===== src/rtl/logic_unit_seq_if.sv =====
// Request/response bundle between the ALU controller and logic_unit_seq.
//   master : controller side (drives start/op/a/b, observes busy/done/results)
//   slave  : logic unit side
// Signals:
//   start  request, sampled by the unit only while idle
//   op     operation select (3 bits)
//   a, b   operands, WIDTH bits
//   busy   high while slices are being processed
//   done   one-cycle pulse; result/zero/ones valid
//   result WIDTH-bit result, zero flag, ones = popcount (CNT_W bits)
interface logic_unit_seq_if #(
   parameter int unsigned WIDTH = 16
);
   localparam int unsigned CNT_W = $clog2(WIDTH + 1);

   logic             start;
   logic [2:0]       op;
   logic [WIDTH-1:0] a;
   logic [WIDTH-1:0] b;
   logic             busy;
   logic             done;
   logic [WIDTH-1:0] result;
   logic             zero;
   logic [CNT_W-1:0] ones;

   modport master (
      output start, op, a, b,
      input  busy, done, result, zero, ones
   );

   modport slave (
      input  start, op, a, b,
      output busy, done, result, zero, ones
   );
endinterface


===== src/rtl/logic_unit_seq.sv =====
// Multi-cycle bitwise logic unit: applies one of eight bitwise operations
// to two WIDTH-bit operands, SLICE bits per clock, and reports a zero flag
// and the population count of the result.
// Ports:
//   clk  system clock, rising edge
//   rst  synchronous active-high reset
//   bus  logic_unit_seq_if.slave (start/op/a/b in; busy/done/result/zero/ones out)
// Parameters:
//   WIDTH operand width, must be a multiple of SLICE (and match bus WIDTH)
//   SLICE bits processed per clock; NS = WIDTH/SLICE cycles per operation
// op: 000 AND, 001 OR, 010 XOR, 011 XNOR, 100 NAND, 101 NOR, 110 NOT A, 111 PASS A
module logic_unit_seq #(
   parameter int unsigned WIDTH = 16,
   parameter int unsigned SLICE = 4
) (
   input logic              clk,
   input logic              rst,
   logic_unit_seq_if.slave  bus
);

   localparam int unsigned NS    = WIDTH / SLICE;
   localparam int unsigned CNT_W = $clog2(WIDTH + 1);
   localparam int unsigned IDX_W = (NS > 1) ? $clog2(NS) : 1;
   localparam logic [IDX_W-1:0] LAST_IDX = IDX_W'(NS - 1);

   typedef enum logic [1:0] {
      IDLE = 2'd0,
      BUSY = 2'd1,
      DONE = 2'd2
   } state_t;

   state_t           state;
   logic [IDX_W-1:0] idx;
   logic [2:0]       op_q;
   logic [WIDTH-1:0] a_sh;
   logic [WIDTH-1:0] b_sh;
   logic [WIDTH-1:0] result_q;
   logic [CNT_W-1:0] ones_q;
   logic             zero_q;
   logic             busy_q;
   logic             done_q;

   logic [SLICE-1:0] a_s;
   logic [SLICE-1:0] b_s;
   logic [SLICE-1:0] slice_res_c;
   logic [CNT_W-1:0] slice_cnt_c;
   logic [CNT_W-1:0] ones_next_c;
   logic [WIDTH-1:0] slice_place_c;

   // Current slice: latched operands are shifted right each BUSY cycle, so
   // the slice being worked on always sits in the low SLICE bits.
   always_comb begin
      a_s         = a_sh[SLICE-1:0];
      b_s         = b_sh[SLICE-1:0];
      slice_res_c = '0;
      case (op_q)
         3'b000:  slice_res_c = a_s & b_s;
         3'b001:  slice_res_c = a_s | b_s;
         3'b010:  slice_res_c = a_s ^ b_s;
         3'b011:  slice_res_c = ~(a_s ^ b_s);
         3'b100:  slice_res_c = ~(a_s & b_s);
         3'b101:  slice_res_c = ~(a_s | b_s);
         3'b110:  slice_res_c = ~a_s;
         default: slice_res_c = a_s;
      endcase

      slice_cnt_c = '0;
      for (int i = 0; i < int'(SLICE); i++) begin
         slice_cnt_c = slice_cnt_c + CNT_W'(slice_res_c[i]);
      end
      ones_next_c = ones_q + slice_cnt_c;

      // Result is cleared on accept, so OR-ing the slice into its place is
      // equivalent to writing result[idx*SLICE +: SLICE].
      slice_place_c = WIDTH'(slice_res_c) << (32'(idx) * 32'(SLICE));
   end

   // Control FSM and registered outputs.
   always_ff @(posedge clk) begin
      if (rst) begin
         state    <= IDLE;
         idx      <= '0;
         op_q     <= '0;
         a_sh     <= '0;
         b_sh     <= '0;
         result_q <= '0;
         ones_q   <= '0;
         zero_q   <= 1'b0;
         busy_q   <= 1'b0;
         done_q   <= 1'b0;
      end else begin
         done_q <= 1'b0;
         case (state)
            IDLE: begin
               if (bus.start) begin
                  op_q     <= bus.op;
                  a_sh     <= bus.a;
                  b_sh     <= bus.b;
                  result_q <= '0;
                  ones_q   <= '0;
                  idx      <= '0;
                  busy_q   <= 1'b1;
                  state    <= BUSY;
               end
            end
            BUSY: begin
               result_q <= result_q | slice_place_c;
               ones_q   <= ones_next_c;
               a_sh     <= a_sh >> SLICE;
               b_sh     <= b_sh >> SLICE;
               if (idx == LAST_IDX) begin
                  idx    <= '0;
                  zero_q <= (ones_next_c == '0);
                  busy_q <= 1'b0;
                  done_q <= 1'b1;
                  state  <= DONE;
               end else begin
                  idx <= idx + 1'b1;
               end
            end
            DONE: begin
               // start is ignored here; the controller re-asserts in IDLE.
               state <= IDLE;
            end
            default: begin
               state <= IDLE;
            end
         endcase
      end
   end

   assign bus.busy   = busy_q;
   assign bus.done   = done_q;
   assign bus.result = result_q;
   assign bus.zero   = zero_q;
   assign bus.ones   = ones_q;

endmodule


===== src/flat_wrapper.sv =====
// flat-port wrapper written by rule: the top's interface ports become plain ports
module logic_unit_seq_flat 
#(
   parameter int unsigned WIDTH = 16,
   parameter int unsigned SLICE = 4
)
  (clk, rst, bus_start, bus_op, bus_a, bus_b, bus_busy, bus_done, bus_result, bus_zero, bus_ones);
  logic_unit_seq_if #(.WIDTH(WIDTH)) bus_i ();
  input logic clk;
  input logic rst;
  input wire logic [$bits(bus_i.start)-1:0] bus_start;
  input wire logic [$bits(bus_i.op)-1:0] bus_op;
  input wire logic [$bits(bus_i.a)-1:0] bus_a;
  input wire logic [$bits(bus_i.b)-1:0] bus_b;
  output wire logic [$bits(bus_i.busy)-1:0] bus_busy;
  output wire logic [$bits(bus_i.done)-1:0] bus_done;
  output wire logic [$bits(bus_i.result)-1:0] bus_result;
  output wire logic [$bits(bus_i.zero)-1:0] bus_zero;
  output wire logic [$bits(bus_i.ones)-1:0] bus_ones;
  assign bus_i.start = bus_start;
  assign bus_i.op = bus_op;
  assign bus_i.a = bus_a;
  assign bus_i.b = bus_b;
  assign bus_busy = bus_i.busy;
  assign bus_done = bus_i.done;
  assign bus_result = bus_i.result;
  assign bus_zero = bus_i.zero;
  assign bus_ones = bus_i.ones;
  logic_unit_seq #(.WIDTH(WIDTH), .SLICE(SLICE)) u_core (.clk(clk), .rst(rst), .bus(bus_i));
endmodule

===== config.mk =====
export PLATFORM = sky130hd
export DESIGN_NAME = logic_unit_seq_flat
export DESIGN_NICKNAME = d
export VERILOG_FILES = /design/src/rtl/logic_unit_seq_if.sv /design/src/rtl/logic_unit_seq.sv /design/src/flat_wrapper.sv
export SDC_FILE = /design/constraint.sdc
export NUM_CORES = 1
export LEC_CHECK = 0
export ABC_AREA = 1
export CORE_ASPECT_RATIO = 1.4
export CORE_UTILIZATION = 38
export DETAILED_ROUTE_END_ITERATION = 12
export GPL_ROUTABILITY_DRIVEN = 0
export SLEW_MARGIN = 20
export SYNTH_ARGS = -nofsm -noshare
export SYNTH_HDL_FRONTEND = slang
export SYNTH_SLANG_ARGS = --single-unit

===== constraint.sdc =====
create_clock -name clk -period 3.45 [get_ports clk]
set_input_delay 0.69 -clock clk [delete_from_list [all_inputs] [get_ports clk]]
set_output_delay 0.69 -clock clk [all_outputs]
set_load 0.02 [all_outputs]

---- Word level (Yosys, flattened, before mapping) ----
Index checks and enable logic that the tools add are counted.
word-level totals
  bits of input ports ..................... 38
  bits in registers ....................... 63
  output and inout bits ................... 24
  word-level logic and storage cells ...... 64
cells by class
  equal/unequal tests ..................... 10
  shifts and indexed selects .............. 1
  reductions and logical operators ........ 10
  multiplexer cells ....................... 19
  bitwise gates (word level) .............. 9
  add/subtract/negate cells ............... 5
operators by type and width
  cell                  count
  $pmux W16 S2          3
  $mux W16              3
  $pmux W4 S7           1
  $not A4 Y4            4
  $or A16 B16 Y16       1
  $shl A4 B4 Y16        1
  $add A5 B1 Y5         2
  $pmux W5 S2           1
  $eq A3 B3 Y1 const B  3
  $mux W2               4
  $pmux W2 S2           2
  $reduce_and A2 Y1     4
  $eq A3 B2 Y1 const B  2
  $add A5 B5 Y5         1
  $logic_not A5 Y1      1
  $mux W5               1
  $and A4 B4 Y4         1
  $or A4 B4 Y4          1
  $xor A4 B4 Y4         1
  $eq A3 B1 Y1 const B  1
  $logic_not A3 Y1      1
  $mux W1               3
  $reduce_and A3 Y1     1
  $add A1 B1 Y2         1
  other kinds (10)      10

---- Longest topological paths before layout ----
  depth in word-level cells ............... 8
  depth in mapped cells ................... 20
  depth with buffers taken out ............ 20

---- Least setup slack after synthesis ----
Ideal clock, no wire load.
  path kind ............................... register -> register
  start ................................... register u_core.a_sh[0]
  end ..................................... register u_core.ones_q[2] (netlist: u_core.bus.ones[2])
  arrival time ............................ 2.972 ns
  setup time .............................. 0.071 ns
  path slack .............................. 0.408 ns
  required time ........................... 3.379 ns
  buffers on the path ..................... 0
  period minus slack after synthesis ...... 3.042 ns
  cell stages (with the launch flop) ...... 16
  cells stage by stage .................... dfxtp_1 > inv_1 > ha_1 > nand4_1 > nand2_1 > nor2_1 > a21boi_0 > ha_1 > inv_1 > fa_1 > inv_1 > ha_1 > fa_1 > xnor2_1 > or2_2 > a21oi_1
on the way
  longest elaborated chain between the ends .. 8
  elaborated cells on any way between the ends .. 13
  classes of those cells .................. add/sub (4); mux (2); bitwise (7)
ends and longest elaborated chain
  item                                  RTL line                                                          RTL
  start, declared                       logic_unit_seq.sv:35                                              logic [WIDTH-1:0] a_sh;
  start signal, assigned                logic_unit_seq.sv:97                                              a_sh <= bus.a;
  start signal, assigned                logic_unit_seq.sv:109                                             a_sh <= a_sh >> SLICE;
  $or A4 B4 Y4 (tied with other cells)  logic_unit_seq.sv:58, logic_unit_seq.sv:62
  $not A4 Y4, on equally long branches  logic_unit_seq.sv:62, logic_unit_seq.sv:60, logic_unit_seq.sv:61
  $pmux W4 S7 *                         logic_unit_seq.sv:56                                              case (op_q)
  $add A1 B1 Y2 *                       logic_unit_seq.sv:69                                              slice_cnt_c = slice_cnt_c + CNT_W'(slice_res_c[i]);
  $add A5 B1 Y5 * (2 in a row)          logic_unit_seq.sv:69
  $add A5 B5 Y5 *                       logic_unit_seq.sv:71                                              ones_next_c = ones_q + slice_cnt_c;
  $pmux W5 S2 *                         logic_unit_seq.sv:93                                              case (state)
  end signal, assigned                  logic_unit_seq.sv:108                                             ones_q <= ones_next_c;
  end, declared                         logic_unit_seq.sv:38                                              logic [CNT_W-1:0] ones_q;
Mark *: on every way between the ends. The rest lies on a longest branch, timed or not.
A chain may end at the register's enable or synchronous reset.

---- Worst setup path in the final report ----
  start ................................... register u_core.b_sh[1]
  end ..................................... register u_core.zero_q (netlist: u_core.bus.zero)
on the way
  longest elaborated chain between the ends .. 8
  elaborated cells on any way between the ends .. 12
  classes of those cells .................. add/sub (4); mux (1); bitwise (6); reduce/logical (1)
ends and longest elaborated chain
  item                                  RTL line                                                          RTL
  start, declared                       logic_unit_seq.sv:36                                              logic [WIDTH-1:0] b_sh;
  start signal, assigned                logic_unit_seq.sv:98                                              b_sh <= bus.b;
  start signal, assigned                logic_unit_seq.sv:110                                             b_sh <= b_sh >> SLICE;
  $or A4 B4 Y4 (tied with other cells)  logic_unit_seq.sv:58, logic_unit_seq.sv:62
  $not A4 Y4, on equally long branches  logic_unit_seq.sv:62, logic_unit_seq.sv:60, logic_unit_seq.sv:61
  $pmux W4 S7 *                         logic_unit_seq.sv:56
  $add A1 B1 Y2 *                       logic_unit_seq.sv:69
  $add A5 B1 Y5 * (2 in a row)          logic_unit_seq.sv:69
  $add A5 B5 Y5 *                       logic_unit_seq.sv:71
  $logic_not A5 Y1 *                    logic_unit_seq.sv:113                                             zero_q <= (ones_next_c == '0);
  end signal, assigned                  logic_unit_seq.sv:113
  end, declared                         logic_unit_seq.sv:39                                              logic zero_q;
Marked as above.

==> summary.txt <==
Global route
  – GR Util met1: 23.99%
  – Largest net degree at the start of global routing: 45
  – Met3 usage: 2.881%
  – M2 GR Usage: 36.41%
  – Global route overflow: 0
  – Gr busiest metal: met2
  – Initial antenna violation count: 0
  – GRT Total Usage: 20.91%
  – First-pass GRT wire length: 14.30 mm
  – Vias in the first global route: 2962

Floorplanning
  – Die Span Y: 111.1 um
  – Die area: 8883 sq um
  – Starting density of the core: 39.42%
  – Area of the core: 8198 sq um
  – FP Rows: 39
  – Die width: 79.94 um
  – Io pins: 62

Logic synthesis
  – Synth Area per Inst: 7.533 sq um
  – Largest family of logic cells by synthesized area: simple AND/OR/NAND/NOR gates
  – Seq/Total Area, Yosys: 39.02%
  – Cell taking the most area after synthesis: dfxtp_1
  – Simple-gate portion of the synthesized area: 25.71%
  – Xor and xnor area share after synthesis: 0.8130%
  – Largest cells by area after synthesis: dfxtp_1 39%, nand2_1 8.0%, a21oi_1 6.2%, nand4_1 6.2%, ha_1 5.4%
  – Post-synthesis mux area share: 0%
  – Mapped Nets: 483
  – Ys Warns: 0
  – Compound-Gate Fraction of Synth Area: 17.92%
  – Post-Synth Adder-Cell Area: 6.659%
  – Area share of the largest cell type after synthesis: 39.02%
  – Synthesis-stage register bit count: 63
  – Synth Cell Area: 3232 sq um
  – Cell count after synthesis: 429
  – Synth cell types: 31

Placement
  – Dpl cells: 571
  – Placement Setup Slack: 106.0 ps
  – DP HPWL: 6.051 mm
  – Number of port buffers: 61

Clocking
  – Post-CTS Setup Inserts: 0
  – CTS clk-pin slew, worst paths: 50 ps
  – TritonCTS Buffers: 9
  – Num Clock Sinks: 63
  – Clock root cell: clkbuf_16
  – Clk buf depth: 2
  – CTS tree: built
  – Post-CTS Resized: 0
  – Cts hold-fix bufs: 0
  – Clock Latency Late Sink: 330 ps
  – Htree depth: 3

Setup path
  – Flop2flop setup slack: 240 ps
  – Critical Path Fanout Max: 2
  – Reg2Reg Depth: 17
  – CP Class: flip-flop to flip-flop
  – Critical path capture point type: flip-flop
  – Crit path required time: 3710 ps
  – Data arrival, critical path: 3470 ps
  – Worst Setup Start Kind: flip-flop

Timing
  – Final period util: 93.03%
  – Min Tclk post-route: 3209 ps
  – Fmax: 311.6 MHz
  – Final setup fails: 0
  – Final Hold Vio Count: 0
  – Final Max Slew Viols: 0
  – Pin slew with the least headroom to its limit: 768.1 ps
  – Relative slew slack: 48.62%
  – Setup ws final: 240.6 ps
  – Clk_skew: 6.156 ps

Final layout
  – Post-Layout Cell Count: 585
  – Share of layout cells above drive strength 1: 8.903%
  – Fillers: 792
  – ANT cells: 0
  – Total Nets Final: 534
  – Layout area overhead: 28.46%

Route
  – Wire per inst: 14.49 um
  – Routed WL: 8.478 mm
  – DR iter-0 viols: 124
  – Drc violations: 0
  – Drt via density: 5.222
  – DR pass1 iterations: 4
  – Via count: 3055
  – Post-route ant nets: 0

Power
  – Pleak: 1.588 nW
  – Max IR drop VDD: 0.0004154 V
  – Pwr dens: 494.8 nW/um^2

Worst hold path
  – Hold Crit Class: flip-flop to flip-flop
  – Hold Path Stages: 2

Run status
  – Outcome: completed

Job
  – Max_cap viols: 0
## registers in the layout, indices dropped and copies added (netlist names)
register and flops:
u_core.a_sh 16, u_core.b_sh 16, u_core.bus.result 16, u_core.bus.ones 5, u_core.op_q 3, u_core.idx 2, u_core.state 2, u_core.bus.busy 1
u_core.bus.done 1, u_core.bus.zero 1
## report_power, final
part / internal (W) / switching, W / total, W / leakage (nW)
clock network: 0.000515 / 0.000302 / 0.000817 / 0.132
registers: 0.000778 / 0.0000388 / 0.000817 / 0.517
logic: 0.000171 / 0.000248 / 0.000420 / 0.939
## kinds of logic (layout without fill, tap and decap cells)
kind of cell	after synthesis	count (layout)
XOR/XNOR	3	3
AO/OA/AOI/OAI	96	96
buffers and inverters	75	129
flip-flops	63	63
adder cells (fa/ha/maj)	16	16
AND/OR/NAND/NOR	176	176
## final timing paths
path	from	to
setup / recovery	u_core.b_sh[1]	u_core.bus.zero
hold / removal	u_core.bus.result[15]	u_core.bus.result[15]
setup reg to reg	u_core.b_sh[1]	u_core.bus.zero
hold reg to reg	u_core.bus.result[15]	u_core.bus.result[15]
## synthesized netlist by cell type, drive strengths merged
library cell	n
nand2	77
dfxtp	63
inv	49
a21oi	41
nand4	32
nor2	32
o21ai	28
nor3	23
o221ai	16
ha	14
buf	13
clkbuf	12
nand3	10
a211oi	7
a21boi	3
fa	2
xnor2	2
a221oi	1
clkinv	1
nand3b	1
or2	1
xor2	1
## area by class of cell
cell class,instances,area [sq um],area share [%]
Clock buffer,13,260.3,6.269
Clock inverter,1,5.005,0.1206
Inverter,50,187.7,4.521
Multi-Input combinational cell,291,1667,40.14
Sequential cell,63,1264,30.44
Tap cell,102,127.6,3.074
Timing Repair Buffer,65,640.6,15.43
## routing by layer
metal  wire length [um]  vias up
li1                   -     1584
met1               3637     1384
met2               4353       69
met3                232       18
met4                255        0
met5                  0        -
## placed cells by master (no fill, tap or decap), types with 16 or more instances in the layout
cell type,n
a21oi_1,40
o21ai_0,28
nor3_1,23
nand2_1,69
clkdlybuf4s50_1,61
o221ai_1,16
nand4_1,32
inv_1,42
nor2_1,27
dfxtp_1,61
## per-stage QoR
stage          utilization, %  total power (W)  setup TNS, ps  area [sq um]  hold WS [ps]
2_1_floorplan               -         0.001105              0          3232         440.1
3_3_place_gp            47.19         0.001234              0          3869         451.9
3_5_place_dp            47.19         0.001243              0          3869         454.4
4_1_cts                 50.43         0.002061              0          4134         463.4
5_1_grt                 50.64         0.002160         -5.222          4151         481.7
6_report                50.64         0.002054              0          4151         460.6
## worst max-delay path: stages (launching register included)
cell	delay [ps]
dfxtp_1	340
inv_1	80
ha_1	310
nand4_1	100
nand2_1	70
nor2_2	120
a21boi_0	110
ha_1	280
inv_1	50
fa_1	500
inv_1	40
ha_1	220
fa_2	430
nor2_1	130
nand3_1	90
nor2_1	110
nand2_1	50
a21oi_1	110
Note: power is estimated with default switching activity, not from simulation.
